$ cat config.mk
export PLATFORM = sky130hd
export DESIGN_NAME = phase_update_sequencer
export DESIGN_NICKNAME = d
export VERILOG_FILES = /design/src/rtl/phase_update_sequencer_pkg.sv /design/src/rtl/phase_update_sequencer.sv
export SDC_FILE = /design/constraint.sdc
export NUM_CORES = 1
export LEC_CHECK = 0
export ABC_CLOCK_PERIOD_IN_PS = 5250
export CAP_MARGIN = 40
export CORE_MARGIN = 8
export CORE_UTILIZATION = 50
export CTS_BUF_LIST = sky130_fd_sc_hd__clkbuf_2 sky130_fd_sc_hd__clkbuf_4 sky130_fd_sc_hd__clkbuf_8
export CTS_CLUSTER_SIZE = 14
export DETAILED_ROUTE_END_ITERATION = 8
export GPL_TIMING_DRIVEN = 1
export PLACE_DENSITY = 0.86
export SYNTH_ARGS = -nofsm -noshare
export SYNTH_HDL_FRONTEND = slang
export SYNTH_SLANG_ARGS = --single-unit
export TNS_END_PERCENT = 1
$ cat constraint.sdc
create_clock -name clk -period 5.25 [get_ports clk]
set_clock_uncertainty 0.2 [all_clocks]
set_input_delay 1.3125 -clock clk [delete_from_list [all_inputs] [get_ports clk]]
set_output_delay 1.3125 -clock clk [all_outputs]
set_load 0.02 [all_outputs]
$ cat src/rtl/phase_update_sequencer_pkg.sv
// Shared definitions for the phase update sequencer: state encoding,
// panel count and the panel-index to top/left select mapping.
package phase_update_sequencer_pkg;

  localparam int NUM_PANELS  = 4;
  localparam int PANEL_IDX_W = 2;
  localparam logic [PANEL_IDX_W-1:0] LAST_PANEL = PANEL_IDX_W'(NUM_PANELS - 1);

  typedef enum logic [2:0] {
    IDLE,
    LAUNCH,
    WAIT,
    COMMIT,
    SWAP_PEND,
    SWAP
  } seqState_t;

  // Panels 0..3 map to (top,left) = (0,1), (0,0), (1,1), (1,0).
  function automatic logic panelTop(input logic [PANEL_IDX_W-1:0] p);
    return p[1];
  endfunction

  function automatic logic panelLeft(input logic [PANEL_IDX_W-1:0] p);
    return ~p[0];
  endfunction

  function automatic logic [NUM_PANELS-1:0] panelOneHot(input logic [PANEL_IDX_W-1:0] p);
    return NUM_PANELS'(1) << p;
  endfunction

endpackage

$ cat src/rtl/phase_update_sequencer.sv
// Phase update sequencer: accepts a target position, runs the phase
// calculator once per panel, commits each panel's result into its shadow
// registers and swaps the frame in on the next PWM period boundary.
//
// state     | meaning
// ----------+-------------------------------------------------------------
// IDLE      | ready for a new position (pos_ready=1)
// LAUNCH    | one-cycle calc_start for the current panel, timer cleared
// WAIT      | waiting for a calc_done rising edge, timer running
// COMMIT    | one-cycle panel_commit pulse for the current panel
// SWAP_PEND | all panels committed, waiting for cycle_start
// SWAP      | one-cycle frame_swap / calc_cycle_start, frame_cnt bumped
module phase_update_sequencer
  import phase_update_sequencer_pkg::*;
#(
  parameter int POS_BIT_SIZE   = 16,
  parameter int TIMEOUT_CYCLES = 4096
) (
  input  logic                    clk,
  input  logic                    nReset,
  input  logic [POS_BIT_SIZE-1:0] pos_x,
  input  logic [POS_BIT_SIZE-1:0] pos_y,
  input  logic [POS_BIT_SIZE-1:0] pos_z,
  input  logic                    pos_valid,
  output logic                    pos_ready,
  output logic [POS_BIT_SIZE-1:0] calc_x,
  output logic [POS_BIT_SIZE-1:0] calc_y,
  output logic [POS_BIT_SIZE-1:0] calc_z,
  output logic                    calc_start,
  output logic                    calc_top,
  output logic                    calc_left,
  input  logic                    calc_done,
  output logic                    calc_cycle_start,
  input  logic                    cycle_start,
  output logic [NUM_PANELS-1:0]   panel_commit,
  output logic                    frame_swap,
  output logic [15:0]             frame_cnt,
  output logic                    busy,
  output logic                    timeout_err,
  input  logic                    err_clr
);

  localparam int CNT_W = $clog2(TIMEOUT_CYCLES) + 1;
  localparam logic [CNT_W-1:0] CNT_LAST = CNT_W'(TIMEOUT_CYCLES - 1);

  seqState_t              state;
  logic [PANEL_IDX_W-1:0] panelIdx;
  logic [CNT_W-1:0]       waitCnt;
  logic [CNT_W-1:0]       waitCntInc;
  logic                   doneQ;
  logic                   doneRise;
  logic                   timeoutEvt;

  // Only a fresh 0->1 transition counts, so a done level left high by the
  // previous panel cannot complete the next one.
  assign doneRise   = calc_done & ~doneQ;
  assign waitCntInc = waitCnt + CNT_W'(1);
  // The timeout fires on the edge at which the counter would reach its last
  // value; a done edge in that same cycle still wins.
  assign timeoutEvt = (state == WAIT) && !doneRise && (waitCntInc == CNT_LAST);

  // The panel selects follow the panel index, which only moves between runs.
  assign calc_top  = panelTop(panelIdx);
  assign calc_left = panelLeft(panelIdx);

  // Delay calc_done by one cycle for rising-edge detection.
  always_ff @(posedge clk or negedge nReset) begin
    if (!nReset) doneQ <= 1'b0;
    else         doneQ <= calc_done;
  end

  // Sticky timeout flag; setting wins over a coincident clear.
  always_ff @(posedge clk or negedge nReset) begin
    if (!nReset)         timeout_err <= 1'b0;
    else if (timeoutEvt) timeout_err <= 1'b1;
    else if (err_clr)    timeout_err <= 1'b0;
  end

  // Sequencer FSM with all handshake and pulse outputs registered.
  always_ff @(posedge clk or negedge nReset) begin
    if (!nReset) begin
      state            <= IDLE;
      panelIdx         <= '0;
      waitCnt          <= '0;
      calc_x           <= '0;
      calc_y           <= '0;
      calc_z           <= '0;
      calc_start       <= 1'b0;
      panel_commit     <= '0;
      frame_swap       <= 1'b0;
      calc_cycle_start <= 1'b0;
      frame_cnt        <= '0;
      pos_ready        <= 1'b0;
      busy             <= 1'b0;
    end else begin
      calc_start       <= 1'b0;
      panel_commit     <= '0;
      frame_swap       <= 1'b0;
      calc_cycle_start <= 1'b0;
      unique case (state)
        IDLE: begin
          pos_ready <= 1'b1;
          busy      <= 1'b0;
          if (pos_valid && pos_ready) begin
            calc_x     <= pos_x;
            calc_y     <= pos_y;
            calc_z     <= pos_z;
            panelIdx   <= '0;
            calc_start <= 1'b1;
            pos_ready  <= 1'b0;
            busy       <= 1'b1;
            state      <= LAUNCH;
          end
        end
        LAUNCH: begin
          waitCnt <= '0;
          state   <= WAIT;
        end
        WAIT: begin
          if (doneRise) begin
            panel_commit <= panelOneHot(panelIdx);
            state        <= COMMIT;
          end else if (timeoutEvt) begin
            pos_ready <= 1'b1;
            busy      <= 1'b0;
            state     <= IDLE;
          end else begin
            waitCnt <= waitCntInc;
          end
        end
        COMMIT: begin
          if (panelIdx != LAST_PANEL) begin
            panelIdx   <= panelIdx + PANEL_IDX_W'(1);
            calc_start <= 1'b1;
            state      <= LAUNCH;
          end else begin
            state <= SWAP_PEND;
          end
        end
        SWAP_PEND: begin
          if (cycle_start) begin
            frame_swap       <= 1'b1;
            calc_cycle_start <= 1'b1;
            frame_cnt        <= frame_cnt + 16'd1;
            state            <= SWAP;
          end
        end
        SWAP: begin
          pos_ready <= 1'b1;
          busy      <= 1'b0;
          state     <= IDLE;
        end
        default: begin
          pos_ready <= 1'b0;
          busy      <= 1'b0;
          state     <= IDLE;
        end
      endcase
    end
  end

endmodule
==> flow_metrics.py, run 1 <==
metrics = {
    "power": {
        "vdd_ir_drop_max_mv": 0.344,
        "power_density_nw_per_um2": 520,
        "p_leak_nw": 2.51,
    },
    "detailed_routing": {
        "drt_first_iter_violations": 132,
        "detail_route.wirelength_microns": 9530,
        "via_per_inst": 5.37,
        "wire_per_inst_microns": 17.3,
        "dr.pass1.iters": 4,
        "num_vias": 2959,
        "antenna_violating_nets_post_route": 0,
        "detail_route.drc_violations": 0,
    },
    "clocking": {
        "clock_path_buffers": 2,
        "cts_h_tree_depth": 3,
        "clk_root_buffer_cell": "sky130_fd_sc_hd__clkbuf_8",
        "clock_insertion_delay_worst_skew_ns": 0.35,
        "clk_pin_slew_ns": 0.08,
        "number_of_buffers_added_by_the_clock_tree_synthesis_step": 9,
        "post_cts_resized": 0,
        "clock_sink_count": 92,
        "cts_tree": "done",
        "cts_setup_buffers": 0,
        "ctsHoldBuffers": 0,
    },
    "final_layout": {
        "antenna-diode-count": 0,
        "syn2layout_area_growth_pct": 38.8,
        "fin_nets": 506,
        "finalNonFillerCells": 551,
        "fillerInstances": 517,
        "layout-drive-gt1-share": 0.171,
    },
    "setup_path": {
        "crit_path_cell_trace": "clkdlybuf4s50_1 > nand2b_1 > nand2_1 > a21oi_2 > nor2b_1 > a211o_1",
        "worstPathRequired_ns": 5.28,
        "crit_arrival_ns": 3.34,
        "crit_path_end_kind": "flop",
        "worstSetupPathType": "primary input to flop",
        "crit_path_start_kind": "primary input",
        "crit_path_top_delay_cell": "sky130_fd_sc_hd__a21oi_2",
        "worst-r2r-cell-count": 8,
        "cp_max_fo": 14,
        "critical_path.max_stage_delay_ns": 0.55,
    },
    "global_routing": {
        "grt_use_total": 0.177,
        "antenna_found_initial": 0,
        "grt_pass1_wl_microns": 15800,
        "grtUsageMet3": 0.104,
        "groute.layer.met1.usage": 0.186,
        "first_global_vias": 3131,
        "grt-ovfl-total": 0,
        "grt.met2_usage": 0.283,
        "grt_start_max_net_pins": 53,
        "grt-busiest-layer": "met2",
    },
    "synth": {
        "syn_area_sq_um": 4000,
        "postSynthAreaPerCell_sq_um": 12.6,
        "synth.yosys.seq_area_share": 0.575,
        "synth_ff_type": "sky130_fd_sc_hd__dfrtp_1",
        "netlist.top_cell.by_area": "sky130_fd_sc_hd__dfrtp_1",
        "share_of_synthesized_flip_flops_with_an_asynchronous_set_or_reset": 1.00,
        "synth_edf_count": 0,
        "synth.top_cell.area_share": 0.575,
        "syn-instance-count": 318,
        "post_synth_main_area_contributors": "sky130_fd_sc_hd__dfrtp_1 (58%), sky130_fd_sc_hd__mux2_2 (14%), sky130_fd_sc_hd__and3_1 (2.3%)",
        "yosysUniqueCellTypes": 45,
        "synth-warning-count": 0,
        "ys_seq_elements": 92,
        "synthesis.nets": 379,
    },
    "floorplanning": {
        "width_of_the_chip_microns": 105,
        "fp.dieH_microns": 105,
        "die_area_sq_um": 11100,
        "coreArea_sq_um": 7730,
        "floorplan.initialDensity": 0.518,
        "num_rows": 32,
        "io_pins": 130,
    },
    "sta": {
        "clock.fmax_mhz": 302,
        "finalSetupViolations": 0,
        "fin_crit_ns": 3.31,
        "unrepaired_setup_endpoints_after_global_routing": "false",
        "tns_ns": 0,
        "fin_crit_sh": 0.630,
        "finalHoldWorstSlack_ns": 0.285,
        "timing_worst_slew_pin_value_ns": 0.802,
        "worst_slew_margin_rel": 0.464,
        "number_of_pins_with_negative_max_slew_slack_in_the_final_report": 0,
        "timing_hold_violations_final": 0,
    },
    "hold_path": {
        "min_path_type": "flop to flop",
        "hold_depth": 1,
    },
    "place": {
        "post-place-cells": 536,
        "place.gp.congestion": 0.808,
        "quantity_of_i_o_buffers_inserted_on_ports": 129,
        "hpwl_microns": 7320,
    },
    "status": {
        "outcome": "finished, final reports clean",
    },
    "job": {
        "max_cap_violation_count": 0,
    },
}
## layout make-up
type | instances | area, sq um | share of cell area
Clock buffer | 11 | 139 | 0.0250
Inverter | 8 | 30.0 | 0.00541
Multi-Input combinational cell | 203 | 1600 | 0.288
Sequential cell | 92 | 2300 | 0.415
Clock inverter | 4 | 48.8 | 0.00879
Timing Repair Buffer | 131 | 1300 | 0.235
Tap cell | 102 | 128 | 0.0230
## cells in the mapped netlist (all sizes together) (3+ instances only)
cell type  count
a211o          8
a21oi          5
and3          15
buf            6
clkbuf         9
dfrtp         92
ha             7
inv            8
mux2          50
nand2         19
nand2b         6
nand3          9
nand4          5
nor2           9
nor2b          7
nor3           8
nor4           3
o21ai          6
xnor2          7
xor2           8
## state kept, by name (all words and copies together), names as in the netlist
name	count
panelIdx	2
state	3
doneQ	1
busy	1
calc_z	16
pos_ready	1
calc_x	16
frame_swap	1
calc_start	1
calc_y	16
panel_commit	4
timeout_err	1
waitCnt	13
frame_cnt	16
## stage by stage
step	utilization	area [sq um]	worst slack, ns	power, mW
after floorplan	-	4000	2.32	1.81
after global placement	0.694	5370	1.65	2.40
after detailed placement	0.694	5370	1.59	2.45
after CTS	0.719	5550	1.96	2.92
after global routing	0.719	5550	1.80	3.05
final	0.719	5550	1.94	2.89
## layer usage
layer | vias up | part of all wire
met3 | 15 | 0.13
met4 | 0 | 0.020
met1 | 1457 | 0.37
met5 | - | 0
met2 | 102 | 0.47
li1 | 1385 | -
## critical path, delay by kind of cell
family	cells	cell delay [ns]
buffers and inverters	1	0.43
AO/OA/AOI/OAI	2	0.91
AND/OR/NAND/NOR	3	0.67
## power breakdown
group          internal, mW  switching (mW)
Sequential            0.947           0.163
Clock                 0.229           0.234
Combinational         0.672           0.643
## cells in the final DEF (no fill, tap or decap), drive strengths merged, types with 6 or more instances in the layout
cell type | Yosys | final
mux2 | 50 | 50
dfrtp | 92 | 92
clkbuf | 9 | 11
nor3 | 8 | 8
nor2b | 7 | 7
nor2 | 9 | 9
nand2b | 6 | 6
ha | 7 | 7
xnor2 | 7 | 7
inv | 8 | 9
xor2 | 8 | 8
nand3 | 9 | 9
and3 | 15 | 15
nand2 | 19 | 19
o21ai | 6 | 6
a211o | 8 | 8
clkdlybuf4s50 | 0 | 128
## logic make-up after synthesis
family	count (synthesis)	share of synthesized area
DFF	92	0.575
muxes	51	0.143
adders and majority gates	7	0.0219
and+or+nand+nor	90	0.120
xor gates and xnor gates	15	0.0328
AOI/OAI and AO/OA	40	0.0804
buffers and inverters	23	0.0263
## path summary, 6_finish.rpt
| kind | start | endpoint | slack (ns) |
|---|---|---|---|
| min | frame_cnt[15]$_DFFE_PN0P_ | frame_cnt[15]$_DFFE_PN0P_ | 0.29 |
| max in group asynchronous | nReset | waitCnt[2]$_DFFE_PN0P_ | 3.07 |
| max reg2reg | waitCnt[0]$_DFFE_PN0P_ | waitCnt[0]$_DFFE_PN0P_ | 2.11 |
| min reg2reg | frame_cnt[15]$_DFFE_PN0P_ | frame_cnt[15]$_DFFE_PN0P_ | 0.29 |
| max | calc_done | waitCnt[11]$_DFFE_PN0P_ | 1.94 |
| min in group asynchronous | nReset | waitCnt[12]$_DFFE_PN0P_ | 0.74 |
No activity file was read; power rests on OpenSTA's default activity.
==> run 2: changes to the inputs <==
ABC_CLOCK_PERIOD_IN_PS = 3100   (was 5250)
CORE_UTILIZATION = 48   (was 50)
PLACE_DENSITY = 0.83   (was 0.86)
clock period = 3.1 ns   (was 5.25 ns; I/O delays follow)
==> flow_metrics.py, run 2 (synthesis results as in run 1) <==
metrics = {
    "sta": {
        "fin_crit_sh": 0.864,
        "tns_ns": 0,
        "worst_slew_margin_rel": 0.556,
        "clock.fmax_mhz": 373,
        "number_of_pins_with_negative_max_slew_slack_in_the_final_report": 0,
        "timing_worst_slew_pin_value_ns": 0.665,
        "unrepaired_setup_endpoints_after_global_routing": "false",
        "finalHoldWorstSlack_ns": 0.266,
        "finalSetupViolations": 0,
        "fin_crit_ns": 2.68,
        "timing_hold_violations_final": 0,
    },
    "place": {
        "post-place-cells": 544,
        "quantity_of_i_o_buffers_inserted_on_ports": 129,
        "place.gp.congestion": 0.856,
        "hpwl_microns": 7420,
    },
    "final_layout": {
        "most-common-layout-cells": "sky130_fd_sc_hd__clkdlybuf4s50_1 (128), sky130_fd_sc_hd__dfrtp_1 (92), sky130_fd_sc_hd__mux2_2 (50)",
        "layout_commonest_cell": "sky130_fd_sc_hd__clkdlybuf4s50_1",
        "antenna-diode-count": 0,
        "finalNonFillerCells": 560,
        "syn2layout_area_growth_pct": 40.9,
        "fin_nets": 511,
        "layout-drive-gt1-share": 0.182,
    },
    "setup_path": {
        "crit_path_end_kind": "flop",
        "crit_path_start_kind": "flop",
        "worstPathRequired_ns": 3.13,
        "timing.reg2reg.setup_slack_ns": 0.42,
        "crit_arrival_ns": 2.70,
        "critical_path.reg2reg.startpoint": "waitCnt[0]$_DFFE_PN0P_",
        "worstSetupPathType": "flop to flop",
        "cp_max_fo": 13,
        "regToRegEndpoint": "waitCnt[4]$_DFFE_PN0P_",
        "worst-r2r-cell-count": 9,
    },
    "clocking": {
        "ctsHoldBuffers": 0,
        "cts_setup_buffers": 0,
        "post_cts_resized": 0,
        "clk_root_buffer_cell": "sky130_fd_sc_hd__clkbuf_8",
        "cts_h_tree_depth": 3,
        "cts_tree": "done",
        "clock_sink_count": 92,
        "clock_insertion_delay_worst_skew_ns": 0.34,
        "clk_pin_slew_ns": 0.09,
        "clock_path_buffers": 2,
        "number_of_buffers_added_by_the_clock_tree_synthesis_step": 9,
    },
    "power": {
        "switching_power_mw": 1.76,
        "comb_power_share": 0.458,
        "p_leak_nw": 2.54,
        "fraction_of_power_consumed_by_the_clock_network": 0.165,
        "power_frac_seq": 0.377,
        "vdd_ir_drop_max_mv": 0.577,
        "power_density_nw_per_um2": 880,
        "p_total_mw": 4.96,
        "power_report.internal_total_mw": 3.20,
        "switching_share": 0.355,
    },
    "status": {
        "outcome": "finished, final reports clean",
    },
    "global_routing": {
        "grt_pass1_wl_microns": 16000,
        "grt_use_total": 0.175,
        "first_global_vias": 3198,
        "grt_start_max_net_pins": 52,
        "grt-ovfl-total": 0,
        "antenna_found_initial": 0,
    },
    "detailed_routing": {
        "antenna_violating_nets_post_route": 0,
        "detail_route.wirelength_microns": 9680,
        "drt_first_iter_violations": 129,
        "wire_per_inst_microns": 17.3,
        "num_vias": 2941,
        "via_per_inst": 5.25,
        "dr.pass1.iters": 4,
        "detail_route.drc_violations": 0,
    },
    "floorplanning": {
        "fp.dieH_microns": 107,
        "coreArea_sq_um": 8130,
        "num_rows": 33,
        "width_of_the_chip_microns": 107,
        "floorplan.initialDensity": 0.492,
        "die_area_sq_um": 11500,
        "io_pins": 130,
    },
    "job": {
        "max_cap_violation_count": 0,
    },
    "hold_path": {
        "min_path_type": "primary input to asynchronous set/reset pin",
    },
}
run 2: per-layer routing:
layer,GRT usage,wire length [microns],vias to the layer above
li1,-,-,1389
met1,0.192,3750,1436
met3,0.105,1280,15
met5,0,0,-
met4,0.0593,153,0
met2,0.276,4500,101
run 2: critical path, cell delays in order, from the launching register on:
cell	delay [ns]
sky130_fd_sc_hd__dfrtp_1	0.42
sky130_fd_sc_hd__ha_1	0.25
sky130_fd_sc_hd__and2_1	0.25
sky130_fd_sc_hd__o32ai_2	0.26
sky130_fd_sc_hd__nand3_1	0.12
sky130_fd_sc_hd__a221oi_2	0.35
sky130_fd_sc_hd__a21oi_2	0.09
sky130_fd_sc_hd__buf_4	0.19
sky130_fd_sc_hd__and3_1	0.17
sky130_fd_sc_hd__a211o_1	0.26
run 2: layout make-up:
cell class / instances / area [sq um]
Multi-Input combinational cell: 203 / 1600
Inverter: 8 / 30.0
Sequential cell: 92 / 2300
Clock inverter: 5 / 60.1
Timing Repair Buffer: 136 / 1370
Tap cell: 105 / 131
Fill cell: 604 / 2500
Clock buffer: 11 / 145
run 2: power by group through the flow:
stage | combinational, mW | clock, mW | sequential [mW]
finish | 2.28 | 0.818 | 1.87
global placement | 2.26 | 0 | 1.86
CTS | 2.32 | 0.841 | 1.87
global route | 2.46 | 0.892 | 1.93
floorplan | 0.783 | 0 | 2.28
detailed placement | 2.30 | 0 | 1.89
run 2: worst max path at each step:
stage,start,to,cells after the start
floorplan,waitCnt[0]$_DFFE_PN0P_,waitCnt[11]$_DFFE_PN0P_,10
CTS,waitCnt[0]$_DFFE_PN0P_,waitCnt[4]$_DFFE_PN0P_,9
global placement,cycle_start,frame_cnt[15]$_DFFE_PN0P_,8
global route,waitCnt[0]$_DFFE_PN0P_,pos_ready$_DFFE_PN0P_,8
detailed placement,cycle_start,frame_cnt[15]$_DFFE_PN0P_,8
finish,waitCnt[0]$_DFFE_PN0P_,waitCnt[4]$_DFFE_PN0P_,9
run 2: metrics by stage:
| step | instance area, sq um | utilization | setup slack (ns) |
|---|---|---|---|
| 4_1_cts | 5640 | 0.693 | 0.414 |
| 5_1_grt | 5640 | 0.693 | 0.194 |
| 2_1_floorplan | 4000 | - | 0.582 |
| 3_5_place_dp | 5430 | 0.668 | 0.110 |
| 3_3_place_gp | 5430 | 0.668 | 0.178 |
| 6_report | 5640 | 0.693 | 0.423 |
==> run 3: changes to the inputs <==
CTS_CLUSTER_DIAMETER = 50   (was unset)
==> results of run 3 <==
Same layout as run 2: the final DEF is identical, and so are final timing and power.
==> RTL change 1, RTL diff (config.mk and constraints of run 3) <==
Put one more register stage on the output `frame_cnt`. The value now appears one clock later. The other outputs are not delayed to match. Comments in the files are not updated.
--- a/src/rtl/phase_update_sequencer.sv
+++ b/src/rtl/phase_update_sequencer.sv
@@ -42,6 +42,8 @@
 
   localparam int CNT_W = $clog2(TIMEOUT_CYCLES) + 1;
   localparam logic [CNT_W-1:0] CNT_LAST = CNT_W'(TIMEOUT_CYCLES - 1);
+
+  logic [15:0] frame_cnt_s0;
 
   seqState_t              state;
   logic [PANEL_IDX_W-1:0] panelIdx;
@@ -89,7 +91,7 @@
       panel_commit     <= '0;
       frame_swap       <= 1'b0;
       calc_cycle_start <= 1'b0;
-      frame_cnt        <= '0;
+      frame_cnt_s0     <= '0;
       pos_ready        <= 1'b0;
       busy             <= 1'b0;
     end else begin
@@ -141,7 +143,7 @@
           if (cycle_start) begin
             frame_swap       <= 1'b1;
             calc_cycle_start <= 1'b1;
-            frame_cnt        <= frame_cnt + 16'd1;
+            frame_cnt_s0     <= frame_cnt_s0 + 16'd1;
             state            <= SWAP;
           end
         end
@@ -159,4 +161,8 @@
     end
   end
 
+  always_ff @(posedge clk) begin
+    frame_cnt <= frame_cnt_s0;
+  end
+
 endmodule
Behaviour: same outputs for any inputs over 10 cycles, from zero or initial values and one cycle with nReset low; that may be too few to reach the edited logic, so the function may still have changed.
==> RTL change 1 against run 3 <==
Synthesized area up 8.3%. Cell count up 5.4%. Via count up 5.2%. Core utilization down 0.98 points. Combinational power down 4%. Sequential cell count up 16. Design area up 5.7%. Setup slack better by 54 ps. Total power up 2.7%. Critical path depth down 1. Routed wire length up 2.6%. Largest power group unchanged.
==> RTL change 1: results (changes against run 3) <==
| Metric | Value |
|---|---|
| Outcome | complete, no violations (unchanged) |
| Non-clk invs | 11 (was 8) |
| Worst slew pin tran | 491 ps (was 665 ps) |
| Vias in the first global route | 3269 (was 3198) |
| GPL Wtd Cong | 0.811 (was 0.856) |
| Met2 Use GR | 0.264 (was 0.276) |
| Top cells by area in the synthesized netlist | dfrtp_1 53%, mux2_2 13%, dfxtp_1 7.4% (was dfrtp_1 58%, mux2_2 14%, and3_1 2.3%) |
| Reg clk slew, reported paths | 110 ps (was 90 ps) |
| Adder-cell area share of the yosys netlist | 0.0202 (was 0.0219) |
| Placed Cells | 574 (was 544) |
| Non-clock buffering overhead | 0.228 (was 0.242) |
| Clock buffer count | 9 (was 11) |
| Comb_multi_in | 212 (was 203) |
| WL final | 9930 µm (was 9680 µm) |
| DR WL met2 | 4900 µm (was 4500 µm) |
| Worst reg2reg path depth | 8 (was 9) |
| Initial DRC Count | 109 (was 129) |
| Overall die width | 111 µm (was 107 µm) |
| Worst Path Arrival | 2670 ps (was 2700 ps) |
| Fill count | 587 (was 604) |
| Peak VDD IR | 657 µV (was 577 µV) |
| Pin count of the biggest net entering global routing | 51 (was 52) |
| Lkg Pwr | 0.00252 µW (was 0.00254 µW) |
| Ys async rst share | 0.852 (was 1.00) |
| Compound-Gate Fraction of Synth Area | 0.0641 (was 0.0804) |
| Pre-CTS setup slack | 171 ps (was 110 ps) |
| Maximum fanout along the worst path | 8 (was 13) |
| Layout Nets | 538 (was 511) |
| Worst-skew pair later-pin latency | 360 ps (was 340 ps) |
| Vias post-DR | 3094 (was 2941) |
| R2r setup slk | 480 ps (was 420 ps) |
| Global routing met3 resource utilization | 0.0855 (was 0.105) |
| Clock-cell share of area | 0.0340 (was 0.0364) |
## RTL change 1: cell count changes after synthesis, moves of 4 or more
cell and change:
dfxtp_1 +16, and3_1 -12, a211o_1 -8, nand2_1 +8
nand3_1 +8, o21ai_1 +5, and2_1 +4, clkbuf_1 -4
xnor2_1 +4
## RTL change 1: power by group
| group | switching [µW] | total, µW | leakage, µW | internal, µW |
|---|---|---|---|---|
| clock network | 519 | 841 | 0.000104 | 322 |
| logic | 1070 | 2200 | 0.00112 | 1130 |
| registers | 259 | 2050 | 0.00130 | 1790 |
| total | 1850 | 5100 | 0.00252 | 3250 |
## RTL change 1: per-stage QoR
step	power [µW]	hold slack, ps	utilization
after floorplan	3250	166	-
after global placement	4210	184	0.660
after detailed placement	4300	182	0.660
after CTS	5160	161	0.683
after global routing	5380	189	0.683
final	5100	161	0.683
==> RTL change 2, RTL diff (flow settings as in run 3) <==
Without the edit above. `POS_BIT_SIZE`: 16 -> 32.
--- a/src/rtl/phase_update_sequencer.sv
+++ b/src/rtl/phase_update_sequencer.sv
@@ -13,7 +13,7 @@
 module phase_update_sequencer
   import phase_update_sequencer_pkg::*;
 #(
-  parameter int POS_BIT_SIZE   = 16,
+  parameter int POS_BIT_SIZE   = 32,
   parameter int TIMEOUT_CYCLES = 4096
 ) (
   input  logic                    clk,
Interface: changed (6 resized); port bits go from 130 to 226. No check against the original RTL was run, so the function may have changed too.
==> RTL change 2 against run 3 <==
Design area increased by 56%. Die area increased by 39%. Setup slack got worse by 220 ps. Maximum frequency decreased by 7.5%. Largest cell class unchanged. Routed wire length increased by 76%. Synthesized area increased by 46%. Total power increased by 77%. Count of clock-buffer cells in the layout increased by 10. Via count increased by 50%. Sequential cell count increased by 48. Critical path type unchanged.
==> RTL change 2: results (changes against run 3) <==
| Metric | Value |
|---|---|
| Outcome | complete, no violations (unchanged) |
| HPWL Detailed | 12600 µm (was 7420 µm) |
| Worst-skew pair later-pin latency | 450 ps (was 340 ps) |
| Share of layout cells above drive strength 1 | 0.223 (was 0.182) |
| Worst Path Arrival | 3030 ps (was 2700 ps) |
| DR WL met2 | 8990 µm (was 4500 µm) |
| Maximum fanout along the worst path | 8 (was 13) |
| First-pass GRT wire length | 27000 µm (was 16000 µm) |
| GPL Wtd Cong | 0.865 (was 0.856) |
| Slowest CP cell | or4b_4 (was dfrtp_1) |
| Met3 Routed Length | 1790 µm (was 1280 µm) |
| Number of port buffers | 225 (was 129) |
| Vias post-DR | 4413 (was 2941) |
| First-pass detailed-route iteration total | 5 (was 4) |
| Crit path max-delay family | simple AND/OR/NAND/NOR gates (was compound AO/OA/AOI/OAI gates) |
| Peak VDD IR | 723 µV (was 577 µV) |
| Seq/Total Area, Yosys | 0.600 (was 0.575) |
| Vias in the first global route | 4845 (was 3198) |
| M1 WL | 5930 µm (was 3750 µm) |
| Fill count | 750 (was 604) |
| Syn Nets | 550 (was 379) |
| Cell Area, Placed | 0.00832 mm² (was 0.00543 mm²) |
| Top cells by count, synth | 140 x dfrtp_1, 98 x mux2_2, 26 x nand2_1 (was 92 x dfrtp_1, 50 x mux2_2, 19 x nand2_1) |
| Slowest cell delay on critical path | 570 ps (was 420 ps) |
| Pre-CTS setup slack | 221 ps (was 110 ps) |
| Initial antenna violation count | 2 (was 0) |
## RTL change 2: final timing paths
kind,from,end,slack (ps),depth (start not counted)
worst max-delay path,waitCnt[1]$_DFFE_PN0P_,waitCnt[0]$_DFFE_PN0P_,210,9
min in group clk,frame_cnt[15]$_DFFE_PN0P_,frame_cnt[15]$_DFFE_PN0P_,280,1
worst min register to register,frame_cnt[15]$_DFFE_PN0P_,frame_cnt[15]$_DFFE_PN0P_,280,1
worst max register to register,waitCnt[1]$_DFFE_PN0P_,waitCnt[0]$_DFFE_PN0P_,210,9
max in group asynchronous,nReset,waitCnt[11]$_DFFE_PN0P_,1910,2
worst min-delay path,nReset,calc_y[21]$_DFFE_PN0P_,80,1
## RTL change 2: logic make-up (layout without fill, tap and decap cells)
logic type / count (synthesis) / count (layout) / synth area share
xor gates and xnor gates: 18 / 18 / 0.0270
and+or+nand+nor: 99 / 99 / 0.0900
muxes: 99 / 99 / 0.191
other: 0 / 2 / 0
AOI/OAI and AO/OA: 48 / 48 / 0.0565
DFF: 140 / 140 / 0.600
adders and majority gates: 7 / 7 / 0.0150
buffers and inverters: 30 / 279 / 0.0212
## RTL change 2: area by class of cell
cell class / count / share of cell area
Antenna cell: 2 / 0.000569
Clock buffer: 21 / 0.0322
Clock inverter: 11 / 0.0215
Inverter: 9 / 0.00384
Multi-Input combinational cell: 271 / 0.253
Sequential cell: 140 / 0.398
Tap cell: 147 / 0.0209
Timing Repair Buffer: 238 / 0.270
## RTL change 2: where the power goes
| part | switching [µW] | internal, µW | leakage (µW) |
|---|---|---|---|
| Combinational | 1970 | 2100 | 0.00172 |
| Clock | 694 | 1030 | 0.000235 |
| Sequential | 455 | 2550 | 0.00174 |
| Total | 3120 | 5680 | 0.00370 |
## RTL change 2: per-stage QoR
stage | hold WS [ps] | cells
2_1_floorplan | 279 | 441
3_3_place_gp | 264 | 805
3_5_place_dp | 274 | 805
4_1_cts | 73.3 | 837
5_1_grt | 97.7 | 839
6_report | 80.5 | 839
## RTL change 2: routing by layer
metal	global-route usage	up-vias
met5	0	-
met2	0.379	180
met3	0.109	27
met1	0.224	2171
li1	-	2035
met4	0.0878	0
